==> config.mk <==
export PLATFORM = sky130hd
export DESIGN_NAME = mem_lsu_flat
export DESIGN_NICKNAME = d
export VERILOG_FILES = /design/src/rtl/mem_lsu_if.sv /design/src/rtl/mem_lsu.sv /design/src/flat_wrapper.sv
export SDC_FILE = /design/constraint.sdc
export NUM_CORES = 1
export LEC_CHECK = 0
export BUFFER_PORTS_ARGS = -buffer_cell sky130_fd_sc_hd__clkbuf_2
export CAP_MARGIN = 25
export CORE_AREA = 2 2 186 188
export DETAILED_ROUTE_END_ITERATION = 8
export DIE_AREA = 0 0 188 190
export PLACE_DENSITY_LB_ADDON = 0.1
export SLEW_MARGIN = 40
export SYNTH_ARGS = -nofsm -noshare
export SYNTH_HDL_FRONTEND = slang
export SYNTH_SLANG_ARGS = --single-unit
==> constraint.sdc <==
create_clock -name clk -period 5.62 [get_ports clk]
set_clock_uncertainty 0.05 [all_clocks]
set_input_delay 1.124 -clock clk [delete_from_list [all_inputs] [get_ports clk]]
set_output_delay 1.124 -clock clk [all_outputs]
set_load 0.1 [all_outputs]
==> src/rtl/mem_lsu_if.sv <==
// Data-memory bus of the load/store stage: master = LSU, slave = data memory.
// Handshake: mem_req/mem_addr/mem_we/mem_wdata/mem_wmask are held stable until the
// cycle mem_gnt is seen high with mem_req; the load reply is one mem_rvalid pulse.
interface mem_lsu_if #(
  parameter int DW = 64
);
  logic          mem_req;
  logic          mem_gnt;
  logic          mem_we;
  logic [DW-1:0] mem_addr;
  logic [DW-1:0] mem_wdata;
  logic [7:0]    mem_wmask;
  logic          mem_rvalid;
  logic [DW-1:0] mem_rdata;

  modport master (
    output mem_req, mem_we, mem_addr, mem_wdata, mem_wmask,
    input  mem_gnt, mem_rvalid, mem_rdata
  );

  modport slave (
    input  mem_req, mem_we, mem_addr, mem_wdata, mem_wmask,
    output mem_gnt, mem_rvalid, mem_rdata
  );
endinterface

==> src/rtl/mem_lsu.sv <==
// Memory-access stage: one instruction in flight, single-outstanding memory access,
// load alignment/extension. Optional misalignment trap: define MEM_MISALIGN_CHECK_EN.
module mem_lsu #(
  parameter int DW = 64,
  parameter int RW = 5
) (
  input  logic          clk,
  input  logic          rst,
  input  logic          ex_valid,
  output logic          ex_ready,
  input  logic          inst_load,
  input  logic          inst_store,
  input  logic [1:0]    mem_size,
  input  logic          load_unsigned,
  input  logic [DW-1:0] alu_raw_res,
  input  logic [DW-1:0] rs2_data,
  input  logic [DW-1:0] ex_odata,
  input  logic [RW-1:0] rd_addr,
  output logic          wb_valid,
  input  logic          wb_ready,
  output logic [DW-1:0] wb_data,
  output logic [RW-1:0] wb_rd_addr,
  output logic          misalign_exc,
  mem_lsu_if.master     mem,
  output logic [1:0]    state_dbg
);

  typedef enum logic [1:0] {IDLE = 2'd0, REQ = 2'd1, WAIT = 2'd2, DONE = 2'd3} state_t;

  state_t        state;
  logic          ld_q;
  logic          uns_q;
  logic [1:0]    size_q;
  logic [2:0]    off_q;
  logic [RW-1:0] rd_q;

  logic          misal;
  logic [7:0]    lane_mask;
  logic [DW-1:0] shifted;
  logic [DW-1:0] load_ext;

  assign state_dbg = state;
  assign ex_ready  = (state == IDLE) && !rst;

`ifdef MEM_MISALIGN_CHECK_EN
  always_comb begin
    misal = 1'b0;
    case (mem_size)
      2'd1:    misal = alu_raw_res[0];
      2'd2:    misal = |alu_raw_res[1:0];
      2'd3:    misal = |alu_raw_res[2:0];
      default: misal = 1'b0;
    endcase
    if (!(inst_load || inst_store)) misal = 1'b0;
  end
`else
  assign misal = 1'b0;
`endif

  // Lanes past byte 7 fall off the 8-bit mask and the DW-bit data shift.
  always_comb begin
    lane_mask = 8'h00;
    case (mem_size)
      2'd0:    lane_mask = 8'h01 << alu_raw_res[2:0];
      2'd1:    lane_mask = 8'h03 << alu_raw_res[2:0];
      2'd2:    lane_mask = 8'h0F << alu_raw_res[2:0];
      default: lane_mask = 8'hFF << alu_raw_res[2:0];
    endcase
  end

  always_comb begin
    shifted  = mem.mem_rdata >> {off_q, 3'b000};
    load_ext = shifted;
    case (size_q)
      2'd0: load_ext = uns_q ? {{(DW-8){1'b0}}, shifted[7:0]}
                             : {{(DW-8){shifted[7]}}, shifted[7:0]};
      2'd1: load_ext = uns_q ? {{(DW-16){1'b0}}, shifted[15:0]}
                             : {{(DW-16){shifted[15]}}, shifted[15:0]};
      2'd2: load_ext = uns_q ? {{(DW-32){1'b0}}, shifted[31:0]}
                             : {{(DW-32){shifted[31]}}, shifted[31:0]};
      default: load_ext = shifted;
    endcase
  end

  always_ff @(posedge clk) begin
    if (rst) begin
      state         <= IDLE;
      ld_q          <= 1'b0;
      uns_q         <= 1'b0;
      size_q        <= 2'd0;
      off_q         <= 3'd0;
      rd_q          <= '0;
      wb_valid      <= 1'b0;
      wb_data       <= '0;
      wb_rd_addr    <= '0;
      misalign_exc  <= 1'b0;
      mem.mem_req   <= 1'b0;
      mem.mem_we    <= 1'b0;
      mem.mem_addr  <= '0;
      mem.mem_wdata <= '0;
      mem.mem_wmask <= 8'h00;
    end else begin
      case (state)
        IDLE: begin
          if (ex_valid) begin
            ld_q   <= inst_load;
            uns_q  <= load_unsigned;
            size_q <= mem_size;
            off_q  <= alu_raw_res[2:0];
            rd_q   <= rd_addr;
            if (misal) begin
              state        <= DONE;
              wb_valid     <= 1'b1;
              wb_data      <= alu_raw_res;
              wb_rd_addr   <= '0;
              misalign_exc <= 1'b1;
            end else if (inst_load || inst_store) begin
              state         <= REQ;
              mem.mem_req   <= 1'b1;
              mem.mem_we    <= !inst_load;
              mem.mem_addr  <= {alu_raw_res[DW-1:3], 3'b000};
              mem.mem_wdata <= inst_load ? '0 : (rs2_data << {alu_raw_res[2:0], 3'b000});
              mem.mem_wmask <= inst_load ? 8'h00 : lane_mask;
            end else begin
              state      <= DONE;
              wb_valid   <= 1'b1;
              wb_data    <= ex_odata;
              wb_rd_addr <= rd_addr;
            end
          end
        end
        REQ: begin
          if (mem.mem_gnt) begin
            mem.mem_req   <= 1'b0;
            mem.mem_we    <= 1'b0;
            mem.mem_addr  <= '0;
            mem.mem_wdata <= '0;
            mem.mem_wmask <= 8'h00;
            if (ld_q) begin
              state <= WAIT;
            end else begin
              state      <= DONE;
              wb_valid   <= 1'b1;
              wb_data    <= '0;
              wb_rd_addr <= '0;
            end
          end
        end
        WAIT: begin
          if (mem.mem_rvalid) begin
            state      <= DONE;
            wb_valid   <= 1'b1;
            wb_data    <= load_ext;
            wb_rd_addr <= rd_q;
          end
        end
        default: begin
          if (wb_ready) begin
            state        <= IDLE;
            wb_valid     <= 1'b0;
            wb_data      <= '0;
            wb_rd_addr   <= '0;
            misalign_exc <= 1'b0;
          end
        end
      endcase
    end
  end

endmodule

==> src/flat_wrapper.sv <==
// flat-port wrapper written by rule: the top's interface ports become plain ports
module mem_lsu_flat 
#(
  parameter int DW = 64,
  parameter int RW = 5
)
  (clk, rst, ex_valid, ex_ready, inst_load, inst_store, mem_size, load_unsigned, alu_raw_res, rs2_data, ex_odata, rd_addr, wb_valid, wb_ready, wb_data, wb_rd_addr, misalign_exc, state_dbg, mem_mem_req, mem_mem_we, mem_mem_addr, mem_mem_wdata, mem_mem_wmask, mem_mem_gnt, mem_mem_rvalid, mem_mem_rdata);
  mem_lsu_if #(.DW(DW)) mem_i ();
  input  logic clk;
  input  logic rst;
  input  logic ex_valid;
  output logic ex_ready;
  input  logic inst_load;
  input  logic inst_store;
  input  logic [1:0] mem_size;
  input  logic load_unsigned;
  input  logic [DW-1:0] alu_raw_res;
  input  logic [DW-1:0] rs2_data;
  input  logic [DW-1:0] ex_odata;
  input  logic [RW-1:0] rd_addr;
  output logic wb_valid;
  input  logic wb_ready;
  output logic [DW-1:0] wb_data;
  output logic [RW-1:0] wb_rd_addr;
  output logic misalign_exc;
  output logic [1:0] state_dbg;
  output wire logic [$bits(mem_i.mem_req)-1:0] mem_mem_req;
  output wire logic [$bits(mem_i.mem_we)-1:0] mem_mem_we;
  output wire logic [$bits(mem_i.mem_addr)-1:0] mem_mem_addr;
  output wire logic [$bits(mem_i.mem_wdata)-1:0] mem_mem_wdata;
  output wire logic [$bits(mem_i.mem_wmask)-1:0] mem_mem_wmask;
  input wire logic [$bits(mem_i.mem_gnt)-1:0] mem_mem_gnt;
  input wire logic [$bits(mem_i.mem_rvalid)-1:0] mem_mem_rvalid;
  input wire logic [$bits(mem_i.mem_rdata)-1:0] mem_mem_rdata;
  assign mem_mem_req = mem_i.mem_req;
  assign mem_mem_we = mem_i.mem_we;
  assign mem_mem_addr = mem_i.mem_addr;
  assign mem_mem_wdata = mem_i.mem_wdata;
  assign mem_mem_wmask = mem_i.mem_wmask;
  assign mem_i.mem_gnt = mem_mem_gnt;
  assign mem_i.mem_rvalid = mem_mem_rvalid;
  assign mem_i.mem_rdata = mem_mem_rdata;
  mem_lsu #(.DW(DW), .RW(RW)) u_core (.clk(clk), .rst(rst), .ex_valid(ex_valid), .ex_ready(ex_ready), .inst_load(inst_load), .inst_store(inst_store), .mem_size(mem_size), .load_unsigned(load_unsigned), .alu_raw_res(alu_raw_res), .rs2_data(rs2_data), .ex_odata(ex_odata), .rd_addr(rd_addr), .wb_valid(wb_valid), .wb_ready(wb_ready), .wb_data(wb_data), .wb_rd_addr(wb_rd_addr), .misalign_exc(misalign_exc), .mem(mem_i), .state_dbg(state_dbg));
endmodule
# Word level (Yosys, flattened, before mapping)
# Cells that the tools add are included.
totals:
  in_bits: 272
  word_cells: 98
  regBits: 222
  output_inout_bits: 212
op_classes:
  n_reduce_logical: 13
  mux: 53
  shift: 6
  eq_ne: 12
op_table:
  columns: ["operator", "count"]
  rows:
  - ["two-way mux 64 bit", 15]
  - ["case mux 64 bit (3 select lines)", 2]
  - ["case mux 64 bit (2 select lines)", 2]
  - ["<< shifter 64 x 6 -> 64 bit", 1]
  - [">> shifter 64 x 6 -> 64 bit", 1]
  - ["two-way mux 8 bit", 4]
  - ["two-way mux 5 bit", 6]
  - ["case mux 8 bit (3 select lines)", 1]
  - ["case mux 8 bit (2 select lines)", 1]
  - ["case mux 5 bit (3 select lines)", 1]
  - ["two-way mux 1 bit", 12]
  - ["!= test 2 bit, second input constant", 6]
  - ["two-way mux 2 bit", 5]
  - ["AND reduction 4 bit", 2]
  - ["<< shifter 1 x 3 -> 8 bit, first input constant", 1]
  - ["<< shifter 2 x 3 -> 8 bit, first input constant", 1]
  - ["<< shifter 4 x 3 -> 8 bit, first input constant", 1]
  - ["<< shifter 8 x 3 -> 8 bit, first input constant", 1]
  - ["== test 2 x 1 -> 1 bit, second input constant", 3]
  - ["== test 2 bit, second input constant", 3]
  - ["zero test 2 bit", 3]
  - ["case mux 2 bit (3 select lines)", 1]
  - ["AND reduction 6 bit", 1]
  - ["case mux 1 bit (2 select lines)", 2]
  - ["7 further kinds", 8]

# Depth between registers and ports, before layout
# Gate-level depths: netlist of the first run.
depth:
  ltp_word: 6
  depth_mapped: 10
  ltp_nobuf: 7

# Worst setup path after synthesis of the first run
# Ideal clock, no wire load.
synth_timing:
  path_kind: "reg-to-output"
  startpoint: "reg u_core.state[0] (netlist: u_core.state_dbg[0])"
  endpoint: "out ex_ready"
  path_stages_with_launch: 8
  path_slack_ps: 924
  path_buffers: 4
  t_required_ps: 4446
  arrival_time_ps: 3522
  path_cell_list: "dfxtp_1 inv_1 ha_1 clkbuf_1 clkbuf_1 clkbuf_1 clkbuf_1 nor2b_1"
synth_between:
  elab_chain_len: 2
synth_lines:
  columns: ["element", "line_no", "source"]
  rows:
  - ["from (decl)", "mem_lsu.sv:30", "state_t state;"]
  - ["from (signal assigned)", "mem_lsu.sv:87", "state <= IDLE;"]
  - ["from (signal assigned)", "mem_lsu.sv:112", "state <= DONE;"]
  - ["from (signal assigned)", "mem_lsu.sv:118", "state <= REQ;"]
  - ["zero test 2 bit", "mem_lsu.sv:43", "assign ex_ready = (state == IDLE) && !rst;"]
  - ["logical AND 1 bit", "mem_lsu.sv:43", null]
  - ["to (decl)", "flat_wrapper.sv:12", "output logic ex_ready;"]
# Every way passes these cells.

# Worst setup path after layout of the first run
# Ends and elaborated chain as after synthesis.

==> metrics, run 1 <==
result of the run finished, final reports clean; RSZ-0062 raised after global routing false; critical register-to-register path startpoint u_core.state_dbg[1]$_SDFFE_PP0P_; Initial Util 0.368; vias per cell 5.60; Cell Count, Final, Fillers Out 2364; wire length after detailed routing 51200 um; full die area 35700 um^2; number of antenna-violating nets in the routed design 0; buffers inserted during post-CTS setup optimization 0; final routed DRC violation total 0; count of hold buffers inserted by post-cts repair 0; M1 WL 19800 um; number of hold-slack violations in the final timing report 0; Power Density 591 nW/um^2; max-cap viol count 0; Worst Hold Path EP u_core.mem.mem_addr[28]$_SDFFE_PP0P_; leakage component of the power 6.68 nW; via count 13200; capturing point of the worst reg2reg path u_core.wb_data[40]$_SDFFE_PP0P_; number of global-route vias before repair 12800; worst min path class reg -> reg; Bufs on Longest Clock Path 3; cell area after placement 15100 um^2; TritonRoute pass-1 iters 5; final setup violation count 0; Core Area 33900 um^2; clock slew at the register clock pins of the worst setup and hold paths 0.06 ns; initial antenna violation count 2; post-synthesis sequential element count 219; register area share after synthesis 0.351; pin count of the biggest net entering global routing 93; CTS tree yes; Remaining Overflow, GRT 0; port bufs 479; Worst Min Path Start u_core.mem.mem_addr[28]$_SDFFE_PP0P_; Crit Path Class reg -> out; met3 WL post-DR 4380 um; Worst-Margin Slew 0.839 ns; Placed Cells 2315; highest metal layer used by the detailed router met5; total global-route track usage 0.272; relative slew slack 0.441; maximum vdd ir drop 462 uV; share of flip-flops with an asynchronous set or reset after synthesis 0; number of core rows 68; worst slack on hold paths 0.402 ns; number of CTS-inserted buffers 26; Synth-to-Final Area Change 28.7%; first-pass GRT wire length 75900 um; main flop type after synthesis sky130_fd_sc_hd__dfxtp_1; crit start category flop; Final TNS setup 0 ns; final net count 2165; routability-driven placement congestion ratio 0.983; Skew-Pair Late Insertion Delay 0.54 ns; Slew Limit Fails 0; First DRT Iteration DRCs 1155; die span in x 188 um; gate count after technology mapping 1509; overall die height 190 um; layout cells sized above 1 0.347; Overall Power 9.51 mW; HPWL Detailed 37900 um; average size of a mapped cell 8.28 um^2; num ports 484; clk sink count 219; Worst Hold Path Cells 2; Met2 Wirelength 25000 um; drt wl/cell 21.7 um; slack of the worst reg-to-reg path 2.40 ns; share of the clock period used by the worst path 0.645; post-layout min period 3.63 ns; H-tree depth reported by CTS 1; post-layout instance area 16100 um^2; number of distinct library cell variants in the gate-level netlist after synthesis 54; depth of the worst register-to-register path 9; clk root buf sky130_fd_sc_hd__clkbuf_16; biggest fanout along the worst timing path 84; CP Capture Type primary output; Worst EP required 4.45 ns; fillcell total 3431; total of cells resized after clock tree synthesis 0; post-synthesis instance area 12500 um^2; number of enable flip-flop cells after synthesis 0; WP data arrival 2.45 ns; number of warnings reported in the yosys synthesis log 0; Fmax 276 MHz
-- worst max-delay path by stage --
stage	from	endpoint	slack (ns)
final	u_core.state_dbg[0]$_SDFFE_PP0P_	ex_ready	1.99
after global placement	mem_mem_rdata[63]	u_core.wb_data[47]$_SDFFE_PP0P_	1.91
after CTS	u_core.state_dbg[0]$_SDFFE_PP0P_	ex_ready	1.79
after detailed placement	mem_mem_gnt	u_core.wb_data[42]$_SDFFE_PP0P_	1.89
after global routing	u_core.state_dbg[0]$_SDFFE_PP0P_	ex_ready	1.89
after floorplan	u_core.state_dbg[0]$_SDFFE_PP0P_	ex_ready	0.92
-- power breakdown --
group / internal (mW) / leakage, nW / switching (mW) / total, mW
Clock: 1.09 / 0.455 / 0.706 / 1.79
Combinational: 1.15 / 4.43 / 4.42 / 5.57
Sequential: 1.91 / 1.79 / 0.238 / 2.15
Total: 4.15 / 6.68 / 5.36 / 9.51
-- layer usage --
metal	global-route usage	vias up
li1	-	6266
met1	0.327	6256
met2	0.473	608
met3	0.0646	103
met4	0.0969	2
met5	0	-
-- metrics by stage --
stage / utilization / setup WS, ns
floorplan: - / 0.924
global placement: 0.444 / 1.91
detailed placement: 0.446 / 1.89
CTS: 0.473 / 1.79
global route: 0.474 / 1.89
finish: 0.474 / 1.99
-- synth_stat cells (2+ instances only) --
cell type / n / area, um^2
sky130_fd_sc_hd__a221oi_1: 7 / 61.3
sky130_fd_sc_hd__o21ai_0: 55 / 275
sky130_fd_sc_hd__and3_1: 7 / 43.8
sky130_fd_sc_hd__a2111oi_0: 4 / 35.0
sky130_fd_sc_hd__nor2_1: 168 / 631
sky130_fd_sc_hd__o31ai_1: 7 / 52.6
sky130_fd_sc_hd__buf_1: 16 / 60.1
sky130_fd_sc_hd__a22o_1: 9 / 78.8
sky130_fd_sc_hd__a21oi_1: 190 / 951
sky130_fd_sc_hd__mux4_2: 65 / 1460
sky130_fd_sc_hd__and2_1: 11 / 68.8
sky130_fd_sc_hd__nand2b_1: 11 / 68.8
sky130_fd_sc_hd__ha_1: 4 / 50.1
sky130_fd_sc_hd__inv_1: 7 / 26.3
sky130_fd_sc_hd__nand4_1: 2 / 12.5
sky130_fd_sc_hd__nor3_1: 20 / 100
sky130_fd_sc_hd__a2bb2oi_1: 21 / 184
sky130_fd_sc_hd__clkbuf_1: 108 / 405
sky130_fd_sc_hd__a311oi_1: 5 / 43.8
sky130_fd_sc_hd__or2_2: 2 / 12.5
sky130_fd_sc_hd__a22oi_1: 38 / 285
sky130_fd_sc_hd__nor2b_1: 11 / 68.8
sky130_fd_sc_hd__o21ai_1: 2 / 10.0
sky130_fd_sc_hd__mux2_2: 17 / 191
sky130_fd_sc_hd__a21o_1: 2 / 15.0
sky130_fd_sc_hd__a2111oi_2: 4 / 60.1
sky130_fd_sc_hd__a2111oi_1: 3 / 30.0
sky130_fd_sc_hd__o22ai_1: 2 / 12.5
sky130_fd_sc_hd__a211oi_1: 39 / 293
sky130_fd_sc_hd__o311ai_0: 3 / 26.3
sky130_fd_sc_hd__dfxtp_1: 219 / 4380
sky130_fd_sc_hd__nor4_1: 48 / 300
sky130_fd_sc_hd__mux2i_1: 60 / 601
sky130_fd_sc_hd__and2_0: 2 / 12.5
sky130_fd_sc_hd__buf_4: 7 / 52.6
sky130_fd_sc_hd__nand2_1: 206 / 773
sky130_fd_sc_hd__buf_2: 25 / 125
sky130_fd_sc_hd__nand3_1: 86 / 430
-- logic make-up after synthesis --
logic type,synth area share
buf+inv,0.0548
other cells,0.000300
simple gates,0.209
compound gates,0.198
flops,0.351
mux,0.182
fa+ha+maj,0.00401
-- area by class of cell --
| cell class | instances | area, um^2 | share of cell area |
|---|---|---|---|
| Multi-Input combinational cell | 1128 | 7530 | 0.468 |
| Antenna cell | 1 | 2.50 | 0.000156 |
| Timing Repair Buffer | 506 | 2650 | 0.165 |
| Clock inverter | 17 | 203 | 0.0126 |
| Clock buffer | 30 | 707 | 0.0440 |
| Tap cell | 455 | 569 | 0.0354 |
| Sequential cell | 219 | 4390 | 0.273 |
| Inverter | 8 | 30.0 | 0.00187 |
-- layout by cell type (no fill, tap or decap), drive strengths merged, types with 3 or more instances in the layout --
master,instances
a2111oi,12
a211oi,39
a21oi,190
a221oi,7
a22o,9
a22oi,38
a2bb2oi,21
a311oi,5
and2,13
and3,7
buf,29
bufinv,4
clkbuf,507
clkinv,11
conb,4
dfxtp,219
ha,4
inv,9
mux2,17
mux2i,61
mux4,65
nand2,206
nand2b,11
nand3,86
nor2,168
nor2b,11
nor3,22
nor4,49
o21ai,57
o311ai,3
o31ai,7
-- critical path, stage by stage (launching register included) --
cell and delay, ns:
sky130_fd_sc_hd__dfxtp_1 0.35, sky130_fd_sc_hd__inv_1 0.14, sky130_fd_sc_hd__ha_4 0.20, sky130_fd_sc_hd__buf_6 0.50, sky130_fd_sc_hd__nor2b_1 0.20, sky130_fd_sc_hd__clkbuf_2 0.47
-- registers in the layout, indices dropped and copies added (netlist names) --
register	flops
u_core.ld_q	1
u_core.mem.mem_addr	61
u_core.mem.mem_req	1
u_core.mem.mem_wdata	64
u_core.mem.mem_we	1
u_core.mem.mem_wmask	8
u_core.off_q	3
u_core.rd_q	5
u_core.size_q	2
u_core.state_dbg	2
u_core.uns_q	1
u_core.wb_data	64
u_core.wb_rd_addr	5
u_core.wb_valid	1
(Power assumes the default switching activity.)
==> run 2: changes to the inputs <==
- ABC_AREA: not set -> 1
- CORE_AREA: 2 2 186 188 -> 2 2 188 190
- DIE_AREA: 0 0 188 190 -> 0 0 190 192
- clock period: 5.62 -> 3.2 ns (I/O delays scaled with it)
==> run 2 against run 1 <==
- synthesized cell count is 26% higher
- clock-buffer cell count up 5
- clock power rose by 70%
- wire length rose by 2.7%
- sequential share of layout area grew 0.85 points
- worst setup slack got worse by 1.3 ns
- combinational power rose by 120%
- sequential cell count did not move
- cell count grew 17%
- core utilization fell by 1.9 points
- area after synthesis shrank 2.8%
- register-to-register slack lost 1.7 ns
- critical endpoint is now u_core.mem.mem_wdata[5]$_SDFFE_PP0P_
- largest power group unchanged
- highest routed layer unchanged
==> metrics, run 2 <==
Initial Util 0.354 (was 0.368); number of global-route vias before repair 13700 (was 12800); clk sink count 219 (unchanged); First DRT Iteration DRCs 1188 (was 1155); CP Capture Type flop (was primary output); drt wl/cell 19.0 um (was 21.7 um); initial antenna violation count 9 (was 2); top flop regs u_core.mem.mem_wdata: 64 flops, u_core.wb_data: 64 flops, u_core.mem.mem_addr: 61 flops (unchanged); pin count of the biggest net entering global routing 76 (was 93); number of CTS-inserted buffers 26 (unchanged); Crit Path Class reg -> reg (was reg -> out); number of core rows 68 (unchanged); Cell Count, Final, Fillers Out 2762 (was 2364); result of the run finished, final reports clean (unchanged); die span in x 190 um (was 188 um); num ports 484 (unchanged); TritonRoute pass-1 iters 5 (unchanged); buffers inserted during post-CTS setup optimization 0 (unchanged); Bufs on Longest Clock Path 3 (unchanged); number of warnings reported in the yosys synthesis log 0 (unchanged); biggest fanout along the worst timing path 20 (was 84); Skew-Pair Late Insertion Delay 0.54 ns (about the same); cell area after placement 14700 um^2 (was 15100 um^2); Sw Ratio 0.606 (was 0.564); number of hold-slack violations in the final timing report 0 (unchanged); maximum vdd ir drop 728 uV (was 462 uV); Worst EP required 3.62 ns (was 4.45 ns); count of hold buffers inserted by post-cts repair 0 (unchanged); biggest area contributors in the synthesized netlist sky130_fd_sc_hd__dfxtp_1, sky130_fd_sc_hd__nand2_1, sky130_fd_sc_hd__a21oi_1 (was sky130_fd_sc_hd__dfxtp_1, sky130_fd_sc_hd__mux4_2, sky130_fd_sc_hd__a21oi_1); Worst-Margin Slew 0.807 ns (was 0.839 ns); WP data arrival 2.92 ns (was 2.45 ns); cell with the most instances after synthesis sky130_fd_sc_hd__nand2_1 (was sky130_fd_sc_hd__dfxtp_1); via count 14700 (was 13200); share of flip-flops with an asynchronous set or reset after synthesis 0 (unchanged); crit start category flop (unchanged); post-layout min period 2.50 ns; internal portion of total power 7.52 mW (was 4.15 mW); final routed DRC violation total 0 (unchanged); share of power burned in the clock network 0.160 (was 0.189); worst slack on hold paths 0.276 ns (was 0.402 ns); leakage component of the power 7.28 nW (was 6.68 nW); register area share after synthesis 0.361 (was 0.351); cell type with the largest total area after synthesis sky130_fd_sc_hd__dfxtp_1 (unchanged); clk root buf sky130_fd_sc_hd__clkbuf_16 (unchanged); number of antenna-violating nets in the routed design 0 (unchanged); worst min path class in -> reg (was reg -> reg); Final TNS setup 0 ns (unchanged); Fmax 400 MHz; max-cap viol count 0 (unchanged); most common library cell in the layout ignoring fill and taps sky130_fd_sc_hd__nand2_1 (was sky130_fd_sc_hd__clkbuf_2); leading cell types in the layout, fill and taps excluded sky130_fd_sc_hd__nand2_1, sky130_fd_sc_hd__clkbuf_2, sky130_fd_sc_hd__a21oi_1, sky130_fd_sc_hd__dfxtp_1, sky130_fd_sc_hd__o21ai_0 (was sky130_fd_sc_hd__clkbuf_2, sky130_fd_sc_hd__dfxtp_1, sky130_fd_sc_hd__nand2_1, sky130_fd_sc_hd__a21oi_1, sky130_fd_sc_hd__nor2_1); number of enable flip-flop cells after synthesis 0 (unchanged); Remaining Overflow, GRT 0 (unchanged); Slew Limit Fails 0 (unchanged); wire length after detailed routing 52600 um (was 51200 um); gate count after technology mapping 1897 (was 1509); vias per cell 5.32 (was 5.60); post-synthesis sequential element count 219 (unchanged); overall die height 192 um (was 190 um); average size of a mapped cell 6.40 um^2 (was 8.28 um^2); Power Density 1230 nW/um^2 (was 591 nW/um^2); depth of the worst register-to-register path 10 (was 9); relative contribution of sequential cells to total power 0.208 (was 0.226); clock slew at the register clock pins of the worst setup and hold paths 0.06 ns (about the same); first-pass GRT wire length 77700 um (was 75900 um); final setup violation count 0 (unchanged); port bufs 479 (unchanged); relative slew slack 0.462 (was 0.441); most frequent cells after synthesis sky130_fd_sc_hd__nand2_1, sky130_fd_sc_hd__a21oi_1, sky130_fd_sc_hd__dfxtp_1 (was sky130_fd_sc_hd__dfxtp_1, sky130_fd_sc_hd__nand2_1, sky130_fd_sc_hd__a21oi_1); share of the clock period used by the worst path 0.782; number of distinct library cell variants in the gate-level netlist after synthesis 37 (was 54); Placed Cells 2707 (was 2315); Core Area 34300 um^2 (was 33900 um^2); HPWL Detailed 39200 um (was 37900 um); logic gate share of total power 0.632 (was 0.585); final net count 2556 (was 2165); total of cells resized after clock tree synthesis 0 (unchanged); H-tree depth reported by CTS 1 (unchanged); fraction of post-synthesis cell area in the top cell type by area 0.361 (was 0.351); main flop type after synthesis sky130_fd_sc_hd__dfxtp_1 (unchanged); layout cells sized above 1 0.260 (was 0.347); Synth-to-Final Area Change 28.4% (was 28.7%); routability-driven placement congestion ratio 0.961 (was 0.983); full die area 36500 um^2 (was 35700 um^2); Overall Power 19.1 mW (was 9.51 mW); Worst Hold Path Cells 3 (was 2); Switching Power 11.6 mW (was 5.36 mW); CTS tree yes (unchanged); total global-route track usage 0.272 (about the same); post-layout instance area 15600 um^2 (was 16100 um^2); RSZ-0062 raised after global routing false (unchanged); post-synthesis instance area 12100 um^2 (was 12500 um^2)
## run 2: stage by stage
step	setup slack, ns	utilization
after floorplan	0.111	-
after global placement	0.746	0.428
after detailed placement	0.724	0.428
after CTS	0.689	0.454
after global routing	0.426	0.454
final	0.697	0.454
## run 2: critical path, cell delays in order, from the launching register on
cell	delay [ns]
sky130_fd_sc_hd__dfxtp_1	0.33
sky130_fd_sc_hd__inv_1	0.10
sky130_fd_sc_hd__ha_1	0.32
sky130_fd_sc_hd__nor2_1	0.10
sky130_fd_sc_hd__a21oi_1	0.22
sky130_fd_sc_hd__nand2_4	0.21
sky130_fd_sc_hd__inv_2	0.13
sky130_fd_sc_hd__nand3_2	0.32
sky130_fd_sc_hd__nor2_2	0.43
sky130_fd_sc_hd__nand2_1	0.09
sky130_fd_sc_hd__a21oi_1	0.13
## run 2: final timing paths
path	to	start	slack, ns
setup / recovery	u_core.mem.mem_wdata[5]$_SDFFE_PP0P_	u_core.state_dbg[1]$_SDFFE_PP0P_	0.70
setup reg to reg	u_core.mem.mem_wdata[5]$_SDFFE_PP0P_	u_core.state_dbg[1]$_SDFFE_PP0P_	0.70
hold / removal	u_core.mem.mem_addr[58]$_SDFFE_PP0P_	alu_raw_res[58]	0.28
hold reg to reg	u_core.rd_q[1]$_SDFFE_PP0P_	u_core.rd_q[1]$_SDFFE_PP0P_	0.40
## run 2: kinds of logic (layout without fill, tap and decap cells)
kind of cell             Yosys count  in the layout  synth area share
AO/OA/AOI/OAI                    577            577             0.244
AND/OR/NAND/NOR                  869            869             0.298
buffers and inverters            212            612            0.0790
flip-flops                       219            219             0.361
adder cells (fa/ha/maj)            4              4           0.00412
multiplexers                      15             15            0.0124
other                              1             11          0.000309
## run 2: metal layers
layer,vias to the layer above,routed length (um),share of wire,GRT usage
met5,-,9,0.00017,0
met4,2,2190,0.042,0.111
met3,117,4540,0.086,0.0663
met2,640,24300,0.46,0.447
met1,6793,21500,0.41,0.342
li1,7139,-,-,-
## run 2: cell type report
cell class              count  area [um^2]
clock buffers              35          744
fillers                  3742        18700
clock inverters            13          144
flip-flops and latches    219         4390
multi-input cells        1469         6820
well taps                 455          569
inverters                  47          176
repair buffers            517         2730
diodes                      7         17.5
## run 2: power by group through the flow
stage	clock network (mW)	registers [mW]	logic, mW
global route	3.22	4.06	12.8
CTS	3.12	3.97	12.1
floorplan	0	9.26	4.37
detailed placement	0	4.03	12.0
global placement	0	4.01	12.0
finish	3.05	3.98	12.1
